### src/rtl/flip_pkg.sv
// flip_pkg: shared types and helpers for the flip lane event monitor
package flip_pkg;

    localparam int EVT_LANE_W = 16;

    typedef enum logic {EMPTY, FULL} slot_state_t;

    typedef struct packed {
        logic [EVT_LANE_W-1:0] lane;
        logic                  level;
    } flip_evt_t;

    function automatic integer lane_w(integer w);
        return (w <= 1) ? 1 : $clog2(w);
    endfunction

    function automatic logic [31:0] sat_add(input logic [31:0] a, input logic [31:0] b, input int w);
        logic [32:0] s;
        logic [32:0] m;
        s = {1'b0, a} + {1'b0, b};
        m = (33'd1 << w) - 33'd1;
        return (s > m) ? m[31:0] : s[31:0];
    endfunction

endpackage

### src/rtl/flip_lowest_set.sv
// flip_lowest_set: priority encoder returning the lowest set bit of a mask
module flip_lowest_set #(
    parameter int WIDTH  = 2,
    parameter int LANE_W = 1
) (
    input  logic [WIDTH-1:0]  mask,
    output logic              found,
    output logic [LANE_W-1:0] index
);

    // scan from the top so the lowest set bit wins
    always_comb begin
        found = |mask;
        index = '0;
        for (int i = WIDTH - 1; i >= 0; i--)
            if (mask[i]) index = LANE_W'(i);
    end

endmodule

### src/rtl/flip_event_monitor.sv
// flip_event_monitor: turns lane level changes into a stream of (lane, level) events
module flip_event_monitor import flip_pkg::*; #(
    parameter int  WIDTH  = 2,
    parameter int  CNT_W  = 8,
    localparam int LANE_W = lane_w(WIDTH)
) (
    input  logic              clk,
    input  logic              rst,
    input  logic              enable,
    input  logic [WIDTH-1:0]  lanes,
    output logic              evt_valid,
    input  logic              evt_ready,
    output logic [LANE_W-1:0] evt_lane,
    output logic              evt_level,
    output logic [CNT_W-1:0]  evt_count,
    output logic [CNT_W-1:0]  drop_count
);

    slot_state_t       state_q, state_d;
    flip_evt_t         slot_q;
    logic [WIDTH-1:0]  prev_q, pend_q, lvl_q;
    logic [WIDTH-1:0]  chg, clr, pend_d, drop_mask;
    logic              primed_q, found, hs, load;
    logic [LANE_W-1:0] idx;

    flip_lowest_set #(.WIDTH(WIDTH), .LANE_W(LANE_W)) u_lowest (
        .mask  (pend_q),
        .found (found),
        .index (idx)
    );

    // change detection, slot unload/reload decisions and pending-mask update
    always_comb begin
        chg       = (lanes ^ prev_q) & {WIDTH{enable & primed_q}};
        hs        = (state_q == FULL) & evt_ready;
        load      = found & ((state_q == EMPTY) | hs);
        clr       = load ? (WIDTH'(1) << idx) : '0;
        drop_mask = chg & pend_q & ~clr;
        pend_d    = (pend_q & ~clr) | chg;
        state_d   = load ? FULL : (hs ? EMPTY : state_q);
    end

    // slot state register
    always_ff @(posedge clk or posedge rst) begin
        if (rst) state_q <= EMPTY;
        else     state_q <= state_d;
    end

    // lane sampling, pending bookkeeping, event slot and counters
    always_ff @(posedge clk or posedge rst) begin
        if (rst) begin
            prev_q     <= '0;
            primed_q   <= 1'b0;
            pend_q     <= '0;
            lvl_q      <= '0;
            slot_q     <= '0;
            evt_count  <= '0;
            drop_count <= '0;
        end else begin
            prev_q     <= lanes;
            primed_q   <= 1'b1;
            pend_q     <= pend_d;
            lvl_q      <= (lvl_q & ~chg) | (lanes & chg);
            if (load) slot_q <= '{lane: EVT_LANE_W'(idx), level: lvl_q[idx]};
            if (hs) evt_count <= CNT_W'(sat_add(32'(evt_count), 32'd1, CNT_W));
            drop_count <= CNT_W'(sat_add(32'(drop_count), 32'($countones(drop_mask)), CNT_W));
        end
    end

    assign evt_valid = (state_q == FULL);
    assign evt_lane  = LANE_W'(slot_q.lane);
    assign evt_level = slot_q.level;

endmodule
### config.mk
export PLATFORM = sky130hd
export DESIGN_NAME = flip_event_monitor
export DESIGN_NICKNAME = d
export VERILOG_FILES = /design/src/rtl/flip_pkg.sv /design/src/rtl/flip_lowest_set.sv /design/src/rtl/flip_event_monitor.sv
export SDC_FILE = /design/constraint.sdc
export NUM_CORES = 1
export LEC_CHECK = 0
export BUFFER_PORTS_ARGS = -buffer_cell sky130_fd_sc_hd__clkbuf_2
export CORE_MARGIN = 1
export CORE_UTILIZATION = 40
export DETAILED_ROUTE_END_ITERATION = 6
export PLACE_DENSITY = 0.72
export RECOVER_POWER = 25
export SLEW_MARGIN = 20
export SYNTH_ARGS = -nofsm -noshare
export SYNTH_HDL_FRONTEND = slang
export SYNTH_SLANG_ARGS = --single-unit
### constraint.sdc
create_clock -name clk -period 2.2 [get_ports clk]
set_input_delay 0.22 -clock clk [delete_from_list [all_inputs] [get_ports clk]]
set_output_delay 0.22 -clock clk [all_outputs]
set_load 0.02 [all_outputs]
==> summary.md, run 1 <==
| Metric | Value |
|---|---|
| H-tree lvl count | 1 |
| Layout cells sized above 1 | 32.67% |
| Final Hold Viols | 0 |
| Hold EP | prev_q[1] |
| PortBufs | 24 |
| Unrepaired setup endpoints after global routing | false |
| Global-route wire length before repair | 4057 um |
| Total clock sinks | 26 |
| Status | finished with violations |
| Area leader, netlist | dfrtp_1 |
| Final setup vio count | 0 |
| Syn Std Cell Area | 1252 um^2 |
| R2R cell count | 9 |
| CTS tree | done |
| DRC viols | 2 |
| Crit path kind | register to register |
| Nets | 161 |
| Switching fraction of total power | ~37% |
| Register area share after synthesis | around half |
| DIE AREA | 3359 um^2 |
| Non-Filler Instances | 181 |
| Clk pwr share | 20.3% |
| Synth area leaders | dfrtp_1 (52%), a31oi_1 (4.5%), a21oi_1 (4.4%), ha_1 (3.0%), mux2_2 (2.7%) |
| TritonCTS buffer count | 3 |
| Worst endpoint required time | about 2400 ps |
| DR vias | slightly above 1k |
| Flop2flop setup slack | 200 ps |
| # rows | 19 |
| Syn Area/Cell | approximately 11 um^2 |
| Die X | 57.96 um |
| Cells after Synth | 117 |
| Num ports | 25 |
| Initial detailed-routing violation count | 39 |
| Main synth FF type | dfrtp_1 |
| Critical Path Sink Type | register |
| Commonest cells after routing, fill and taps aside | dfrtp_1 (25), clkbuf_2 (22), a21oi_1 (11) |
| Share of the synthesized area in the top cell type | 51.95% |
| CP Max Fanout | 8 |
| Worst Tran Pin Value | ~550 ps |
| Max IR drop VDD | around 0.36 mV |
| Reg-to-reg critical path startpoint | evt_valid |
| Post-synth EDFFs | 0 |
| WL per Instance | 13.36 um |
| Multi-input gate area | about 590 um^2 |
| Post-route minimum period | approximately 2000 ps |
| Hold Path Class | input pin to register |
| DIE HEIGHT | 57.96 um |
| Total Power | approximately 1.6 mW |
| Initial cell density of the core | 43.90% |
| Core footprint | 2853 um^2 |
| Diodes inserted | 0 |
| Root Driver | clkbuf_4 |
| Layout area overhead | 21.68% |
| Total grt overflow | 0 |
| Failing checks | DRC |
| Startpoint types | register |
| Via density | 5.652 |
| Max-Cap Viols | 0 |
| Hold Startpoint | lanes[1] |
| Placer congestion estimate | 0.7897 |
| Number of cells on the worst hold path | 1 |
| Commonest non-fill, non-tap cell in the layout | dfrtp_1 |
| Vias in the first global route | between 900 and 1k |
| Post-synth ARST share | 100.0% |
| Longest Clk Path Bufs | 2 |
| Slew HR | 63.15% |
| Ys Warns | 0 |
| Maximum clock rate | 0.4992 GHz |
| Period utilization | 91.05% |
| Clk_lat worst skew | 310 ps |
| Worst R2R End | drop_count[4] |
| Clock transition at the registers of the reported paths | 140 ps |
| Antenna viol nets, final | 0 |
| Power density over cell area | 1033 nW/um^2 |
| P_int | 0.9840 mW |
| Dpl cells | 176 |
| #FFs+latches synth | 26 |
| Gr usage total | between 10% and 20% |
| Switching power | 0.5900 mW |
| Number of fill cells | 262 |
| DP HPWL | 1774 um |
| Combinational power share | around a third |
| Max-slew violations | 0 |
| Detailed Routing Iterations Pass 1 | 7 |
| Clock Skew | 4.878 ps |
| Pleak | 0.7352 nW |
| Final wirelength | ~2400 um |
| Initial antenna violation count | 0 |
| Syn Nets | 127 |
| Sequential power share | approximately 47% |
| Crit path arrival time | between 2000 and 2500 ps |
| Largest net degree at the start of global routing | 16 |
| Area occupied by registers | 651.9 um^2 |
| Count of cell types in the netlist | 38 |
[synthesized netlist by cell type, drive strengths merged (3+ instances only)]
| master | n |
|---|---|
| and4 | 3 |
| a31oi | 9 |
| and3 | 3 |
| dfrtp | 26 |
| nand4 | 5 |
| ha | 3 |
| o21ai | 4 |
| nor2 | 7 |
| mux2 | 5 |
| nand2 | 7 |
| a21oi | 11 |
| inv | 5 |
| nor2b | 4 |
| nand3 | 5 |
[routing by layer]
| metal | GRT usage [%] | part of all wire [%] | wire length (um) |
|---|---|---|---|
| met3 | 2.679 | 5.3 | 128 |
| met2 | 25.94 | 50 | 1214 |
| met5 | 0 | 0 | 0 |
| met4 | 5.782 | 0.99 | 24 |
| met1 | 20.52 | 43 | 1051 |
[worst max-delay path, cell delays in order, from the launching register on]
cell     delay [ps]
dfrtp_2         390
and2b_2         150
o21ai_0          90
or3_1           340
fa_2            360
inv_2            70
ha_4            160
nand3_1         100
a31oi_1         150
mux2i_1          90
[power by group through the flow]
stage	sequential (mW)	combinational, mW	clock (mW)
2_1_floorplan	0.848	0.211	0
3_3_place_gp	0.739	0.498	0
3_5_place_dp	0.750	0.512	0
4_1_cts	0.739	0.517	0.331
5_1_grt	0.769	0.564	0.351
6_report	0.742	0.512	0.319
[sequential cells by signal, indices dropped and copies added, names as in the netlist, named ones only]
signal / cells
evt_level: 1
prev_q: 2
pend_q: 2
evt_lane: 1
drop_count: 8
evt_valid: 1
evt_count: 8
primed_q: 1
[how the worst max path moves through the flow]
stage	startpoint	cells past startpoint	slack [ps]	end
after floorplan	evt_valid	10	30	drop_count[4]
after global placement	evt_ready	10	80	drop_count[4]
after detailed placement	evt_ready	10	-0.1	drop_count[4]
after CTS	evt_valid	9	10	drop_count[4]
after global routing	evt_valid	9	50	drop_count[4]
final	evt_valid	9	200	drop_count[4]
[stage by stage]
| stage | cell area, um^2 | util [%] | hold WS (ps) | setup slack [ps] | TNS [ps] |
|---|---|---|---|---|---|
| floorplan | 1255 | - | 251.4 | 31.94 | 0 |
| global placement | 1453 | 50.92 | 272.7 | 75.30 | 0 |
| detailed placement | 1453 | 50.92 | 281.7 | -0.1330 | -0.1330 |
| CTS | 1515 | 53.11 | 26.12 | 12.93 | 0 |
| global route | 1524 | 53.42 | 35.71 | 53.62 | 0 |
| finish | 1524 | 53.42 | 48.37 | 196.8 | 0 |
[kinds of logic (layout without fill, tap and decap cells)]
logic type	after synthesis	in the layout	synth area share (%)
simple gates	43	43	20.98
compound gates	27	27	12.69
flops	26	26	51.95
buf+inv	8	41	2.498
mux	6	6	5.594
fa+ha+maj	4	4	4.596
xor+xnor	2	2	1.399
other cells	1	1	0.2994
[area by class of cell]
cell class,count,share of cell area [%]
clock buffer,3,1.478
clock inverter,1,1.970
inverter,5,1.232
multi-input combinational,83,38.42
sequential,26,42.78
tap,31,2.545
timing repair buffer,32,11.58
[repair_timing]
item                       in CTS  in global routing
buffers inserted                0                  0
resized for setup               0                  4
hold buffers                    1                  0
setup endpoints to repair       0                  5
hold endpoints to repair       13                  0
Power figures use the tool's default switching activity.
==> inputs of run 2 (changes only) <==
--- a/config.mk
+++ b/config.mk
@@ -10,4 +10,5 @@
 export CORE_UTILIZATION = 40
 export DETAILED_ROUTE_END_ITERATION = 6
+export GPL_TIMING_DRIVEN = 0
 export PLACE_DENSITY = 0.72
 export RECOVER_POWER = 25
==> constraint.sdc (replaced) <==
create_clock -name clk -period 2.2 [get_ports clk]
set_input_delay 0.66 -clock clk [delete_from_list [all_inputs] [get_ports clk]]
set_output_delay 0.66 -clock clk [all_outputs]
set_load 0.02 [all_outputs]
==> run 2 against run 1 <==
Against the previous run: the run ends with DRC, setup timing left; hold slack gained 330 ps; highest routed layer unchanged; combinational power shrank 1%; cell count shrank 0.55%; largest cell class unchanged; sequential power grew 0.8%; clock-buffer cell count grew 1; sequential share of layout area shrank 0.69 points; routed wire length shrank 0.50%; largest power group unchanged; critical path type is now input pin to register; power shrank 4.9%; final area grew 1.6%.
==> summary.md, run 2 (synthesized netlist as in run 1, its figures left out) <==
| Metric | Value |
|---|---|
| Clk_lat worst skew | 320 ps (about the same) |
| DR vias | 1,011 (-1.2%) |
| Maximum clock rate | 0.4507 GHz (-9.7%) |
| Core footprint | 2853 um^2 (unchanged) |
| Longest Clk Path Bufs | 2 (unchanged) |
| DIE AREA | 3359 um^2 (unchanged) |
| CP Max Fanout | 7 (-1) |
| TNS Setup | -26.33 ps (-26.33 ps) |
| Layout cells sized above 1 | 36.24% (+3.6 points) |
| DIE HEIGHT | 57.96 um (unchanged) |
| Placed Instance Area | 1426 um^2 (-1.8%) |
| Final setup vio count | 3 (+3) |
| Global-route wire length before repair | 3953 um (-2.6%) |
| Hold WS | 382.8 ps (+334.4 ps) |
| WL per Instance | 13.37 um (about the same) |
| Worst setup margin | -18.70 ps (-215.5 ps) |
| DR WL met3 | 122 um (-4.7%) |
| Clock Skew | 1.493 ps (-3.384 ps) |
| Final Cell Area | 1549 um^2 (+1.6%) |
| Initial cell density of the core | 43.90% (unchanged) |
| Crit-path cells | buf_8 > and2b_2 > o21ai_2 > or3_4 > fa_2 > inv_2 > ha_4 > nand3_4 > a31oi_4 > mux2i_1 |
| Via density | 5.617 (-0.62%) |
| Initial antenna violation count | 0 (unchanged) |
| Sequential power share | 49.9% (+2.7 points) |
| Num ports | 25 (unchanged) |
| DP HPWL | 1679 um (-5.3%) |
| Vias in the first global route | 946 (+2.2%) |
| Pleak | 0.7297 nW (-0.74%) |
| Met1 wire length | 1047 um (-0.38%) |
| Root Driver | clkbuf_4 |
| Total clock sinks | 26 (unchanged) |
| Total grt overflow | 0 (unchanged) |
| Diodes inserted | 0 (unchanged) |
| Hold-fix buffers, CTS | 0 (-1) |
| Switching fraction of total power | 39.73% (+2.2 points) |
| P_int | 0.9025 mW (-8.3%) |
| Met2 Wirelength | 1226 um (+0.99%) |
| Crit path arrival time | 2440 ps (+230 ps) |
| Commonest cells after routing, fill and taps aside | dfrtp_1 (25), clkbuf_2 (21), a21oi_1 (11) |
| Combinational power share | 33.8% (+1.2 points) |
| CTS tree | done |
| Critical Path Sink Type | register |
| TritonCTS buffer count | 3 (unchanged) |
| Die X | 57.96 um (unchanged) |
| Antenna viol nets, final | 0 (unchanged) |
| Max IR drop VDD | 0.4181 mV (+15%) |
| Max-slew violations | 0 (unchanged) |
| Slew HR | 38.50% (-25 points) |
| Uppermost layer routed | met4 |
| Hold Path Class | input pin to async pin |
| # rows | 19 (unchanged) |
| Commonest non-fill, non-tap cell in the layout | dfrtp_1 |
| Startpoint types | input pin |
| CP max stage cell | fa_2 |
| Detailed Routing Iterations Pass 1 | 6 (-1) |
| Largest registers | drop_count (8), evt_count (8) |
| Initial detailed-routing violation count | 51 (+31%) |
| Clock transition at the registers of the reported paths | 140 ps (about the same) |
| Status | finished with violations |
| Post-route minimum period | 2219 ps (+215.5 ps) |
| Gr usage total | 15.53% (-0.091 points) |
| H-tree lvl count | 1 (unchanged) |
| Failing checks | DRC, setup timing |
| Layout area overhead | 23.68% |
| Critical Path Max Stage Delay | 430 ps (+40 ps) |
| Switching power | 0.5951 mW (+0.86%) |
| Unrepaired setup endpoints after global routing | true |
| PortBufs | 24 (unchanged) |
| Final Hold Viols | 0 (unchanged) |
| Max-Cap Viols | 0 (unchanged) |
| Worst endpoint required time | 2420 ps (+20 ps) |
| DRC viols | 3 (+1) |
| Power density over cell area | 966.8 nW/um^2 (-6.4%) |
| Placer congestion estimate | 0.8452 (+7.0%) |
| Worst Tran Pin Value | 916.8 ps (+364.7 ps) |
| Nets | 160 (-0.62%) |
| Crit path kind | input pin to register |
| Place WS | -432.6 ps (-432.5 ps) |
| Largest net degree at the start of global routing | 27 (+11) |
| Period utilization | 100.9% (+9.8 points) |
| Final wirelength | 2406 um (-0.50%) |
| Clk pwr share | 16.2% (-4.1 points) |
## run 2: worst max-delay path, delay by kind of cell
| family | cells | cell delay (ps) |
|---|---|---|
| adder cells (fa/ha/maj) | 2 | 600 |
| AND/OR/NAND/NOR | 3 | 690 |
| multiplexers | 1 | 90 |
| AO/OA/AOI/OAI | 2 | 210 |
| buffers and inverters | 2 | 180 |
## run 2: worst paths after layout
kind	from	to	slack (ps)	depth (start not counted)
min in group clk	lanes[0]	prev_q[0]	480	1
worst max-delay path	evt_ready	drop_count[4]	-20	10
worst min register to register	register	register	530	1
max in group asynchronous	rst	evt_valid	1360	2
worst max register to register	evt_valid	drop_count[4]	90	9
worst min-delay path	rst	evt_level	380	2
## run 2: cell type report
class | instances | area, um^2
timing repair buffer | 29 | 165.2
multi-input combinational | 83 | 629.4
inverter | 5 | 18.77
sequential | 26 | 651.9
clock buffer | 4 | 36.28
buffer | 2 | 8.758
fill | 260 | 1304
tap | 31 | 38.79
## run 2: repair_timing
action	4_1_cts	5_1_grt
pin swaps	0	4
endpoints found under the hold margin	0	0
resized for setup	4	9
gates cloned	0	0
endpoints found under the setup margin	2	8
setup buffers	1	4
## run 2: stage by stage
| stage | instances | power, mW | utilization, % |
|---|---|---|---|
| finish | 180 | 1.498 | 54.30 |
| global route | 180 | 1.604 | 54.30 |
| CTS | 177 | 1.489 | 52.11 |
| detailed placement | 172 | 1.242 | 50.00 |
| global placement | 172 | 1.215 | 50.00 |
| floorplan | 117 | 1.061 | - |
## run 2: layer usage
metal	vias up	GRT usage (%)
met1	487	18.54
met2	34	26.77
met3	2	4.688
met5	-	0
met4	0	5.102
li1	488	-
## run 2: power groups by stage
stage          sequential [mW]  clock (mW)  combinational (mW)
2_1_floorplan            0.848           0               0.214
3_3_place_gp             0.742           0               0.473
3_5_place_dp             0.755           0               0.488
4_1_cts                  0.744       0.249               0.496
5_1_grt                  0.773       0.265               0.566
6_report                 0.748       0.243               0.507
